## src/rtl/sram_row_reader.sv

```systemverilog
// -----------------------------------------------------------------------------
// sram_row_reader
//   Fetches one image row from SRAM, starting at a latched base address, and
//   streams the pixels to the consumer over a valid/ready handshake. Reads are
//   credit-limited so that every read in flight already has a free slot in the
//   return FIFO. Consumer back-pressure therefore never drops a pixel.
//
// Ports
//   clk, rst          clock (rising edge), asynchronous active-high reset
//   clear             synchronous abort: flush everything and return to IDLE
//   start             begin a row fetch (sampled only in IDLE)
//   row_base_addr     first SRAM address of the row (latched on start)
//   image_width       number of pixels to read (latched on start)
//   sram_rd_en        read strobe, one read per asserted cycle
//   sram_addr         read address (0 when sram_rd_en=0)
//   sram_rdata        read data, valid RD_LAT cycles after its strobe
//   pix_data          head-of-FIFO pixel (0 when the FIFO is empty)
//   pix_valid         pix_data is valid
//   pix_ready         consumer accepts pix_data
//   busy              high in every state except IDLE
//   done              one-cycle pulse, the cycle after the last transfer
// -----------------------------------------------------------------------------
module sram_row_reader #(
  parameter int ADDR_W     = 26,
  parameter int CNT_W      = 13,
  parameter int DATA_W     = 16,
  parameter int RD_LAT     = 2,
  parameter int FIFO_DEPTH = 4
) (
  input  logic              clk,
  input  logic              rst,
  input  logic              clear,
  input  logic              start,
  input  logic [ADDR_W-1:0] row_base_addr,
  input  logic [CNT_W-1:0]  image_width,
  output logic              sram_rd_en,
  output logic [ADDR_W-1:0] sram_addr,
  input  logic [DATA_W-1:0] sram_rdata,
  output logic [DATA_W-1:0] pix_data,
  output logic              pix_valid,
  input  logic              pix_ready,
  output logic              busy,
  output logic              done
);

  localparam int PTR_W = $clog2(FIFO_DEPTH);
  localparam int OCC_W = $clog2(FIFO_DEPTH + RD_LAT + 1);
  localparam logic [PTR_W:0] COUNT_ONE = 1;

  typedef enum logic [1:0] {IDLE, READ, DRAIN, DONE} state_t;

  state_t              state;
  logic [ADDR_W-1:0]   base;
  logic [CNT_W-1:0]    width;
  logic [CNT_W-1:0]    issued;
  logic [RD_LAT-1:0]   in_flight;   // bit i set: a read issued i+1 cycles ago
  logic [DATA_W-1:0]   mem [FIFO_DEPTH];
  logic [PTR_W-1:0]    wr_ptr;
  logic [PTR_W-1:0]    rd_ptr;
  logic [PTR_W:0]      fifo_count;

  logic [OCC_W-1:0]    occupancy;
  logic                issue;
  logic                push;
  logic                pop;
  logic                drained;

  // Everything below is decoded from registered state only, so the SRAM and
  // consumer interfaces carry no combinational path from this block's inputs.
  always_comb begin
    // NOTE: every signal assigned in always_comb gets a default first, so no
    // path through the block can leave it unassigned and infer a latch.
    occupancy = OCC_W'(fifo_count);
    for (int i = 0; i < RD_LAT; i++) begin
      occupancy = occupancy + OCC_W'(in_flight[i]);
    end
  end

  // A read is issued only when its data is guaranteed a FIFO slot on return.
  assign issue      = (state == READ) && (issued < width) &&
                      (occupancy < OCC_W'(FIFO_DEPTH));
  assign push       = in_flight[RD_LAT-1];
  assign pix_valid  = (fifo_count != '0);
  assign pop        = pix_valid && pix_ready;
  assign pix_data   = pix_valid ? mem[rd_ptr] : '0;
  assign sram_rd_en = issue;
  assign sram_addr  = issue ? base + ADDR_W'(issued) : '0;
  assign busy       = (state != IDLE);
  assign done       = (state == DONE);

  // True when the FIFO will be empty next cycle with nothing left in flight,
  // i.e. this cycle carries (or already carried) the final transfer.
  assign drained = (in_flight == '0) &&
                   ((fifo_count == '0) || ((fifo_count == COUNT_ONE) && pop));

  // NOTE: the FIFO storage is deliberately left without a reset; pix_data is
  // masked to zero while the FIFO is empty, so stale contents never escape.
  always_ff @(posedge clk) begin
    if (push && !clear) begin
      mem[wr_ptr] <= sram_rdata;
    end
  end

  // NOTE: all sequential state uses non-blocking assignments so every
  // register samples the pre-edge values, independent of statement order.
  always_ff @(posedge clk or posedge rst) begin
    if (rst) begin
      state      <= IDLE;
      base       <= '0;
      width      <= '0;
      issued     <= '0;
      in_flight  <= '0;
      wr_ptr     <= '0;
      rd_ptr     <= '0;
      fifo_count <= '0;
    end else if (clear) begin
      // Abort: in-flight strobes are discarded, so their data is never pushed.
      state      <= IDLE;
      issued     <= '0;
      in_flight  <= '0;
      wr_ptr     <= '0;
      rd_ptr     <= '0;
      fifo_count <= '0;
    end else begin
      in_flight[0] <= issue;
      for (int i = 1; i < RD_LAT; i++) begin
        in_flight[i] <= in_flight[i-1];
      end

      if (push) wr_ptr <= wr_ptr + 1'b1;
      if (pop)  rd_ptr <= rd_ptr + 1'b1;
      case ({push, pop})
        2'b10:   fifo_count <= fifo_count + 1'b1;
        2'b01:   fifo_count <= fifo_count - 1'b1;
        default: fifo_count <= fifo_count;
      endcase

      if (issue) issued <= issued + 1'b1;

      case (state)
        IDLE: begin
          if (start) begin
            base   <= row_base_addr;
            width  <= image_width;
            issued <= '0;
            state  <= (image_width == '0) ? DONE : READ;
          end
        end
        READ: begin
          if (issue && (issued == width - 1'b1)) state <= DRAIN;
        end
        DRAIN: begin
          if (drained) state <= DONE;
        end
        DONE:    state <= IDLE;
        default: state <= IDLE;
      endcase
    end
  end

endmodule

```

## config.mk

```make
export PLATFORM = sky130hd
export DESIGN_NAME = sram_row_reader
export DESIGN_NICKNAME = d
export VERILOG_FILES = /design/src/rtl/sram_row_reader.sv
export SDC_FILE = /design/constraint.sdc
export NUM_CORES = 1
export LEC_CHECK = 0
export BUFFER_PORTS_ARGS = -buffer_cell sky130_fd_sc_hd__buf_2
export CAP_MARGIN = 15
export CORE_MARGIN = 1.5
export CORE_UTILIZATION = 64
export CTS_BUF_LIST = sky130_fd_sc_hd__clkbuf_2
export DETAILED_ROUTE_END_ITERATION = 12
export MAX_ROUTING_LAYER = met4
export PLACE_DENSITY = 0.95
export SLEW_MARGIN = 10
export SYNTH_ARGS = -nofsm -noshare
export SYNTH_HDL_FRONTEND = slang
export SYNTH_SLANG_ARGS = --single-unit
```

## constraint.sdc

```tcl
create_clock -name clk -period 7.9 [get_ports clk]
set_input_delay 0.79 -clock clk [delete_from_list [all_inputs] [get_ports clk]]
set_output_delay 0.79 -clock clk [all_outputs]
set_load 0.05 [all_outputs]
```

* Word-level counts from Yosys, hierarchy flattened
Memories as Yosys holds them, arrays and structs flattened. Cells that the tools add are included.
Storage, ports and cells: register bits 63, bits in writable memories 64, input port bits 60, output and inout bits 46, word-level logic and storage cells 72, memories 1
Operators by class: $add $sub $neg 9, order comparisons 2, equal/unequal tests 10, muxes and demuxes 21, bitwise gates (word level) 1, reductions and logical operators 20
Memories:
- mem | depth 4, width 16, rd ports 1, clocked after memory_dff 0, wr ports 1, RTL line 57 | logic [DATA_W-1:0] mem [FIFO_DEPTH];
Operator list (number):
- 13-bit 2-to-1 mux | 4
- 26-bit by 13-bit adder with 26-bit output | 1
- 26-bit 2-to-1 mux | 1
- 2-bit 2-to-1 mux | 10
- 16-bit 2-to-1 mux | 1
- 13-bit by 1-bit adder with 13-bit output (second input constant) | 1
- 13-bit == test | 1
- 13-bit zero test | 1
- 13-bit < comparator | 1
- 13-bit by 1-bit subtractor with 13-bit output (second input constant) | 1
- 2-bit one-hot mux with 4 select lines | 1
- 1-bit logical AND | 7
- 3-bit by 1-bit adder with 3-bit output | 2
- 2-bit == test (second input constant) | 3
- 3-bit != test (second input constant) | 2
- 3-bit one-hot mux with 2 select lines | 1
- 3-bit AND reduction | 2
- 2-bit nonzero test | 3
- 3-bit nonzero test | 2
- 2-bit by 1-bit adder with 2-bit output (second input constant) | 2
- 2-bit by 1-bit == test with 1-bit output (second input constant) | 2
- 2-bit zero test | 2
- 3-bit by 1-bit adder with 3-bit output (second input constant) | 1
- 3-bit by 1-bit == test with 1-bit output (second input constant) | 1
- other kinds (9) | 10

* Longest topological paths before layout
Gate-level depths: netlist of run 1.
depth in word-level cells 8, depth in mapped cells 11, mapped depth without buffers 10

* Worst setup path before layout of run 1
OpenSTA, ideal clock, no wires.
kind reg-to-output, start register width[6], end output sram_addr[9], data arrival time 3.339 ns, required time 7.110 ns, slack 3.771 ns, cell stages (with the launch flop) 10, buffers on the path 2, cells stage by stage dfrtp_1 -> inv_1 -> ha_1 -> a211o_1 -> o211ai_1 -> o2111ai_1 -> a21o_1 -> clkbuf_1 -> clkbuf_1 -> nor4_1
Between the ends: cells in the longest elaborated chain, start to end 4
RTL lines:
- start: declaration | RTL line 54 | logic [CNT_W-1:0] width;
- start signal: assignment | RTL line 144 | width <= image_width;
- 13-bit < comparator | RTL line 80 | assign issue = (state == READ) && (issued < width) &&
- 1-bit logical AND (2 in a row) | RTL line 80
- 26-bit 2-to-1 mux | RTL line 87 | assign sram_addr = issue ? base + ADDR_W'(issued) : '0;
- end: declaration | RTL line 37 | output logic [ADDR_W-1:0] sram_addr,
Every way passes these cells.

* Worst setup path in the final report of run 1
start register issued[1], end output sram_addr[19]
Between the ends: cells in the longest elaborated chain, start to end 4
RTL lines:
- start: declaration | RTL line 55 | logic [CNT_W-1:0] issued;
- start signal: assignment | RTL line 138 | if (issue) issued <= issued + 1'b1;
- branches (longest 3 deep; another with 26-bit by 13-bit adder with 26-bit output)
- 26-bit 2-to-1 mux (*) | RTL line 87
Every way passes the cells marked *.

==> results_dict.tcl, run 1 <==
set metrics [dict create \
    seq_area_sq_um 3500 \
    antenna_left 0 \
    viasPerCell 6.18 \
    fin_crit_ns 4.79 \
    fin_crit_sh_pct 60.7 \
    area_delta_synth_final_pct 11.8 \
    timing.fmax_mhz 209 \
    num_vias 5325 \
    io_pins 106 \
    die_h_um 108 \
    slew_viol_final 0 \
    crit_path_end_kind "primary output" \
    ys_types 52 \
    cts_htree_levels 4 \
    ctsHoldBuffers 0 \
    grt_pass1_vias 5315 \
    clk_latency_ns 0.72 \
    crit_arrival_ns 4.00 \
    cts_tree "done" \
    hold_slack_ns 0.265 \
    wl_per_cell_um 17.8 \
    cts-buffers-inserted 17 \
    dr.pass1.iters 7 \
    drt-initial-drc-count 276 \
    status "finished, final reports clean" \
    place_congestion 0.878 \
    async_reset_ff_share_pct 49.6 \
    path_class "flip-flop to primary output" \
    tightest_slew_ns 0.891 \
    coreArea_sq_um 10800 \
    fin_nets 810 \
    rsz0062_at_grt "false" \
    netlist_instances 612 \
    irDropWorstVdd_mv 0.243 \
    max_slew_margin_pct 39.8 \
    power_density_nw_per_um2 334 \
    grt_overflow 0 \
    yosysWarningCount 0 \
    setup_viol 0 \
    dp_hpwl_um 10800 \
    worstPathMaxFanout 13 \
    core.rowCount 38 \
    cts.sink_count 127 \
    hold_violations 0 \
    io_buffers 105 \
    drt-total-wl_um 15400 \
    synth_edf_count 64 \
    root_buffer "clkbuf_2" \
    start_kind "flip-flop" \
    clock_path_buffers 2 \
    drive_above_1_share_pct 27.9 \
    drc_errors 0 \
    synthesis.area_sq_um 7070 \
    syn-num-nets 714 \
    multiInputGateArea_sq_um 3330 \
    die_width_um 108 \
    initial_core_util_pct 65.5 \
    fin_setup_tns_ns 0 \
    synth-seq-area-share_pct 49.5 \
    grt_antenna_before_repair 1 \
    cts_setup_buffers 0 \
    synth_top_flop_cell "edfxtp_1" \
    synth_seq_cells 127 \
    p_leak_uw 0.00335 \
    cts_resized 0 \
    fillers 680 \
    grt_pass1_wl_um 25000 \
    syn_avg_cell_area_sq_um 11.5 \
    grt_max_degree 64 \
    clock-skew-final_ns 0.0236 \
    cap_viol_max_count 0 \
    worst_ep_required_time_ns 7.11 \
    grt_use_total_pct 28.8 \
    die-area_sq_um 11700 \
    clk_pin_slew_ns 0.20 \
    hold_path.class "primary input to asynchronous set/reset pin" \
]
==> cells in the final DEF (no fill, tap or decap), types with 18 or more instances in the layout <==
cell | synthesis | routed
a21oi_1 | 26 | 26
and2_1 | 22 | 22
buf_2 | 1 | 105
clkbuf_2 | 0 | 18
dfrtp_1 | 63 | 62
edfxtp_1 | 64 | 64
ha_1 | 41 | 41
inv_1 | 33 | 32
mux2_2 | 39 | 39
nand2_1 | 23 | 23
nand3_1 | 21 | 21
nand4_1 | 19 | 19
nor2_1 | 46 | 46
xnor2_1 | 24 | 24
==> cells by family after synthesis <==
| logic type | count (synthesis) | share of synthesized area [%] |
|---|---|---|
| AO/OA/AOI/OAI | 86 | 7.90 |
| XOR/XNOR | 39 | 4.83 |
| adder cells (fa/ha/maj) | 42 | 7.54 |
| buffers and inverters | 64 | 3.42 |
| flip-flops | 127 | 49.5 |
| multiplexers | 60 | 12.1 |
| AND/OR/NAND/NOR | 194 | 14.7 |
==> routing by layer <==
metal	part of all wire (%)	GRT usage, %
met1	42	36.0
met2	50	45.3
met3	5.8	5.67
met4	2.6	14.1
met5	0	-
==> report_power, final <==
group	total, uW	switching (uW)	internal [uW]
logic	1250	815	437
clock network	382	262	121
registers	1000	188	814
total	2640	1270	1370
==> synthesized netlist by cell type, types with 6 or more instances <==
cell | number | area, sq um
nand2_1 | 23 | 86.3
xnor2_1 | 24 | 210
a21o_1 | 10 | 75.1
mux2_2 | 39 | 439
nor2b_1 | 6 | 37.5
nor2_1 | 46 | 173
inv_1 | 33 | 124
xor2_1 | 15 | 131
mux4_2 | 16 | 360
ha_1 | 41 | 513
o21ai_0 | 15 | 75.1
and2_1 | 22 | 138
clkbuf_1 | 29 | 109
a31oi_1 | 6 | 37.5
nor4_1 | 10 | 62.6
nand4_1 | 19 | 119
or4_1 | 9 | 67.6
edfxtp_1 | 64 | 1920
a21oi_1 | 26 | 130
nand3_1 | 21 | 105
or3_1 | 9 | 56.3
nor3_1 | 12 | 60.1
dfrtp_1 | 63 | 1580
==> registers in the layout, summed over array words and instances (netlist names) <==
name,cells
base,26
mem,64
rd_ptr,2
state,2
fifo_count,3
in_flight,2
wr_ptr,2
width,13
issued,13
==> stage by stage <==
step           utilization, %  total power (uW)  worst slack, ns  cells  instance area, sq um
2_1_floorplan               -              1960             3.77    612                  7070
3_3_place_gp             71.1              2190             4.06    829                  7670
3_5_place_dp             71.1              2250             3.93    829                  7670
4_1_cts                  73.2              2640             3.08    861                  7900
5_1_grt                  73.2              2790             2.76    862                  7900
6_report                 73.2              2640             3.11    862                  7900
==> cell type report <==
cell class | instances | share of cell area, %
Timing Repair Buffer | 108 | 6.94
Inverter | 33 | 1.57
Antenna cell | 1 | 0.0317
Multi-Input combinational cell | 421 | 42.1
Clock inverter | 14 | 1.69
Sequential cell | 127 | 44.3
Clock buffer | 18 | 1.14
Tap cell | 140 | 2.22
==> final timing paths <==
| check | from | endpoint | slack (ns) | cells past startpoint |
|---|---|---|---|---|
| max in group asynchronous | rst | rd_ptr[0]$_DFFE_PP0P_ | 7.05 | 3 |
| setup / recovery | issued[1]$_DFF_PP0_ | sram_addr[19] | 3.11 | 9 |
| setup reg to reg | width[6]$_DFFE_PP0P_ | state[1]$_DFFE_PP0P_ | 4.63 | 10 |
| min in group clk | sram_rdata[4] | mem[0][4]$_DFFE_PP_ | 0.27 | 1 |
| hold / removal | rst | base[14]$_DFFE_PP0P_ | 0.27 | 3 |
| hold reg to reg | base[10]$_DFFE_PP0P_ | base[10]$_DFFE_PP0P_ | 0.55 | 1 |
==> worst max-delay path: stages, from the launching register on <==
cell and delay [ns]:
dfrtp_1 0.57, ha_1 0.29, a21o_1 0.16, a21o_1 0.21
a211oi_1 0.42, o211ai_1 0.23, a41oi_1 0.80, o21ai_0 0.18
a21oi_1 0.16, buf_2 0.28
Note: power is estimated with default switching activity, not from simulation.
==> run 2: changes to the inputs <==
--- a/config.mk
+++ b/config.mk
@@ -8,11 +8,11 @@
 export BUFFER_PORTS_ARGS = -buffer_cell sky130_fd_sc_hd__buf_2
 export CAP_MARGIN = 15
 export CORE_MARGIN = 1.5
-export CORE_UTILIZATION = 64
+export CORE_UTILIZATION = 54
 export CTS_BUF_LIST = sky130_fd_sc_hd__clkbuf_2
 export DETAILED_ROUTE_END_ITERATION = 12
 export MAX_ROUTING_LAYER = met4
-export PLACE_DENSITY = 0.95
+export PLACE_DENSITY = 0.91
 export SLEW_MARGIN = 10
 export SYNTH_ARGS = -nofsm -noshare
 export SYNTH_HDL_FRONTEND = slang
==> constraint.sdc (replaced) <==
create_clock -name clk -period 4.35 [get_ports clk]
set_input_delay 0.435 -clock clk [delete_from_list [all_inputs] [get_ports clk]]
set_output_delay 0.435 -clock clk [all_outputs]
set_load 0.05 [all_outputs]
==> run 2 against run 1 <==
  * Global-route usage fell by 3.2 points
  * Critical path depth rose by 1
  * Hold slack got worse by 0.18 ns
  * Via count rose by 4.6%
  * Clock power rose by 91%
  * Register-to-register slack got worse by 3.4 ns
  * Worst setup slack got worse by 2.9 ns
  * Die area rose by 18%
  * Clock-buffer cell count did not move
  * Sequential share of layout area fell by 3.3 points
  * Critical path type unchanged
==> results_dict.tcl, run 2 (synthesized netlist as in run 1, its figures left out) <==
set metrics [dict create \
    worstPathMaxFanout 13 \
    clock_path_buffers 2 \
    power_uw 4880 \
    cts-buffers-inserted 17 \
    hold_slack_ns 0.0855 \
    p_leak_uw 0.00361 \
    seq_area_sq_um 3500 \
    coreArea_sq_um 12700 \
    min_path_cells 2 \
    hold_path.class "primary input to flip-flop" \
    setup_viol 0 \
    final_cell_mix "buf_2 (105), edfxtp_1 (64), dfrtp_1 (63)" \
    clk_latency_ns 0.72 \
    clk_pin_slew_ns 0.19 \
    die-area_sq_um 13800 \
    hold_violations 0 \
    wl_per_cell_um 17.5 \
    core.rowCount 41 \
    grt_max_degree 64 \
    fin_setup_tns_ns 0 \
    slew_viol_final 0 \
    drive_above_1_share_pct 26.6 \
    initial_core_util_pct 55.8 \
    num_antenna_cells 0 \
    area_delta_synth_final_pct 20.9 \
    critPathSlowestCell "dfrtp_1" \
    fillers 896 \
    max_stage_delay_ns 0.49 \
    regMostFlops "mem" \
    io_buffers 105 \
    dr.pass1.iters 6 \
    status "finished, final reports clean" \
    start_kind "flip-flop" \
    drt-total-wl_um 16600 \
    crit_arrival_ns 3.66 \
    dp.cells 863 \
    max_slew_margin_pct 32.0 \
    antenna_left 0 \
    grt_antenna_before_repair 0 \
    cts.sink_count 127 \
    drt-initial-drc-count 356 \
    place_congestion 0.906 \
    grt_pass1_wl_um 27100 \
    timing.fmax_mhz 244 \
    grt_pass1_vias 5695 \
    place_ws_ns 0.795 \
    root_buffer "clkbuf_2" \
    path_class "flip-flop to primary output" \
    stdcell_count 951 \
    rsz0062_at_grt "false" \
    grt_overflow 0 \
    clock-skew-final_ns 0.0351 \
    cts_htree_levels 4 \
    cts_setup_buffers 0 \
    die_h_um 117 \
    largest_reg_flops 64 \
    io_pins 106 \
    reg2regPathDepth 9 \
    tightest_slew_ns 1.02 \
    multiInputGateArea_sq_um 3340 \
    irDropWorstVdd_mv 0.436 \
    fin_crit_ns 4.09 \
    final_common_cell "buf_2" \
    cap_viol_max_count 0 \
    dp_hpwl_um 11200 \
    crit_path_end_kind "primary output" \
    timing.final.ws_setup_ns 0.258 \
    cts_tree "done" \
    viasPerCell 5.85 \
    reg_top3 "mem (64), base (26)" \
    power_density_nw_per_um2 572 \
    worst_ep_required_time_ns 3.91 \
    num_vias 5568 \
    fin_crit_sh_pct 94.1 \
    die_width_um 117 \
    fin_nets 868 \
    grt_use_total_pct 25.6 \
    crit_chain "ha_1 > a21o_1 > a21o_1 > a21oi_1 > o21ai_0 > a41oi_1 > buf_4 > o21ai_0 > a21oi_1 > buf_2" \
    drc_errors 0 \
]
==> run 2: cell count changes in the layout (fill, tap and decap cells not counted), moves of 2 or more <==
cell	delta
dlygate4sd3_1	+56
buf_4	+2
clkinv_1	-2
clkinv_4	-2
inv_6	+2
inv_8	+2
==> run 2: where the power goes <==
part	total (uW)	internal [uW]	leakage, uW	switching (uW)
Combinational	2330	836	0.00210	1500
Clock	729	232	0.000147	497
Sequential	1820	1480	0.00136	342
==> run 2: final cells by class <==
type | count | area share (%)
Inverter | 33 | 1.45
Sequential cell | 127 | 41.0
Tap cell | 172 | 2.52
Timing Repair Buffer | 166 | 13.2
Clock inverter | 14 | 1.71
Multi-Input combinational cell | 421 | 39.2
Clock buffer | 18 | 1.05
==> run 2: final timing paths <==
| check | start | to | slack [ns] |
|---|---|---|---|
| max | issued[8]$_DFF_PP0_ | sram_addr[19] | 0.26 |
| min | clear | fifo_count[0]$_DFFE_PP0P_ | 0.09 |
| max reg2reg | in_flight[1]$_DFF_PP0_ | state[0]$_DFFE_PP0P_ | 1.27 |
| min reg2reg | base[10]$_DFFE_PP0P_ | base[10]$_DFFE_PP0P_ | 0.54 |
| max in group asynchronous | rst | width[1]$_DFFE_PP0P_ | 3.30 |
| min in group asynchronous | rst | width[12]$_DFFE_PP0P_ | 0.48 |
==> run 2: what timing repair did <==
item                       in CTS  in global routing
hold buffers                   56                  0
setup endpoints to repair       3                  7
cloned                          0                  0
gates resized for setup         1                  3
hold endpoints to repair      166                  0
==> run 2: critical path, delay by kind of cell (launching register included) <==
family                   cells  cell delay [ns]
buffers and inverters        2             0.52
flip-flops                   1             0.49
AO/OA/AOI/OAI                7             1.52
adder cells (fa/ha/maj)      1             0.41
==> run 2: routing by layer <==
layer / routed length [um] / share of wire [%] / vias to the layer above / global-route usage [%]
met5: 0 / 0 / - / -
met4: 591 / 3.6 / 0 / 11.5
met3: 904 / 5.4 / 53 / 5.20
met2: 8790 / 53 / 227 / 45.7
met1: 6330 / 38 / 2710 / 27.2
li1: - / - / 2578 / -
==> run 2: per-stage QoR <==
stage                     util, %  area, sq um
after floorplan                 -         7070
after global placement       61.0         7730
after detailed placement     61.0         7730
after CTS                    67.3         8530
after global routing         67.4         8540
final                        67.4         8540
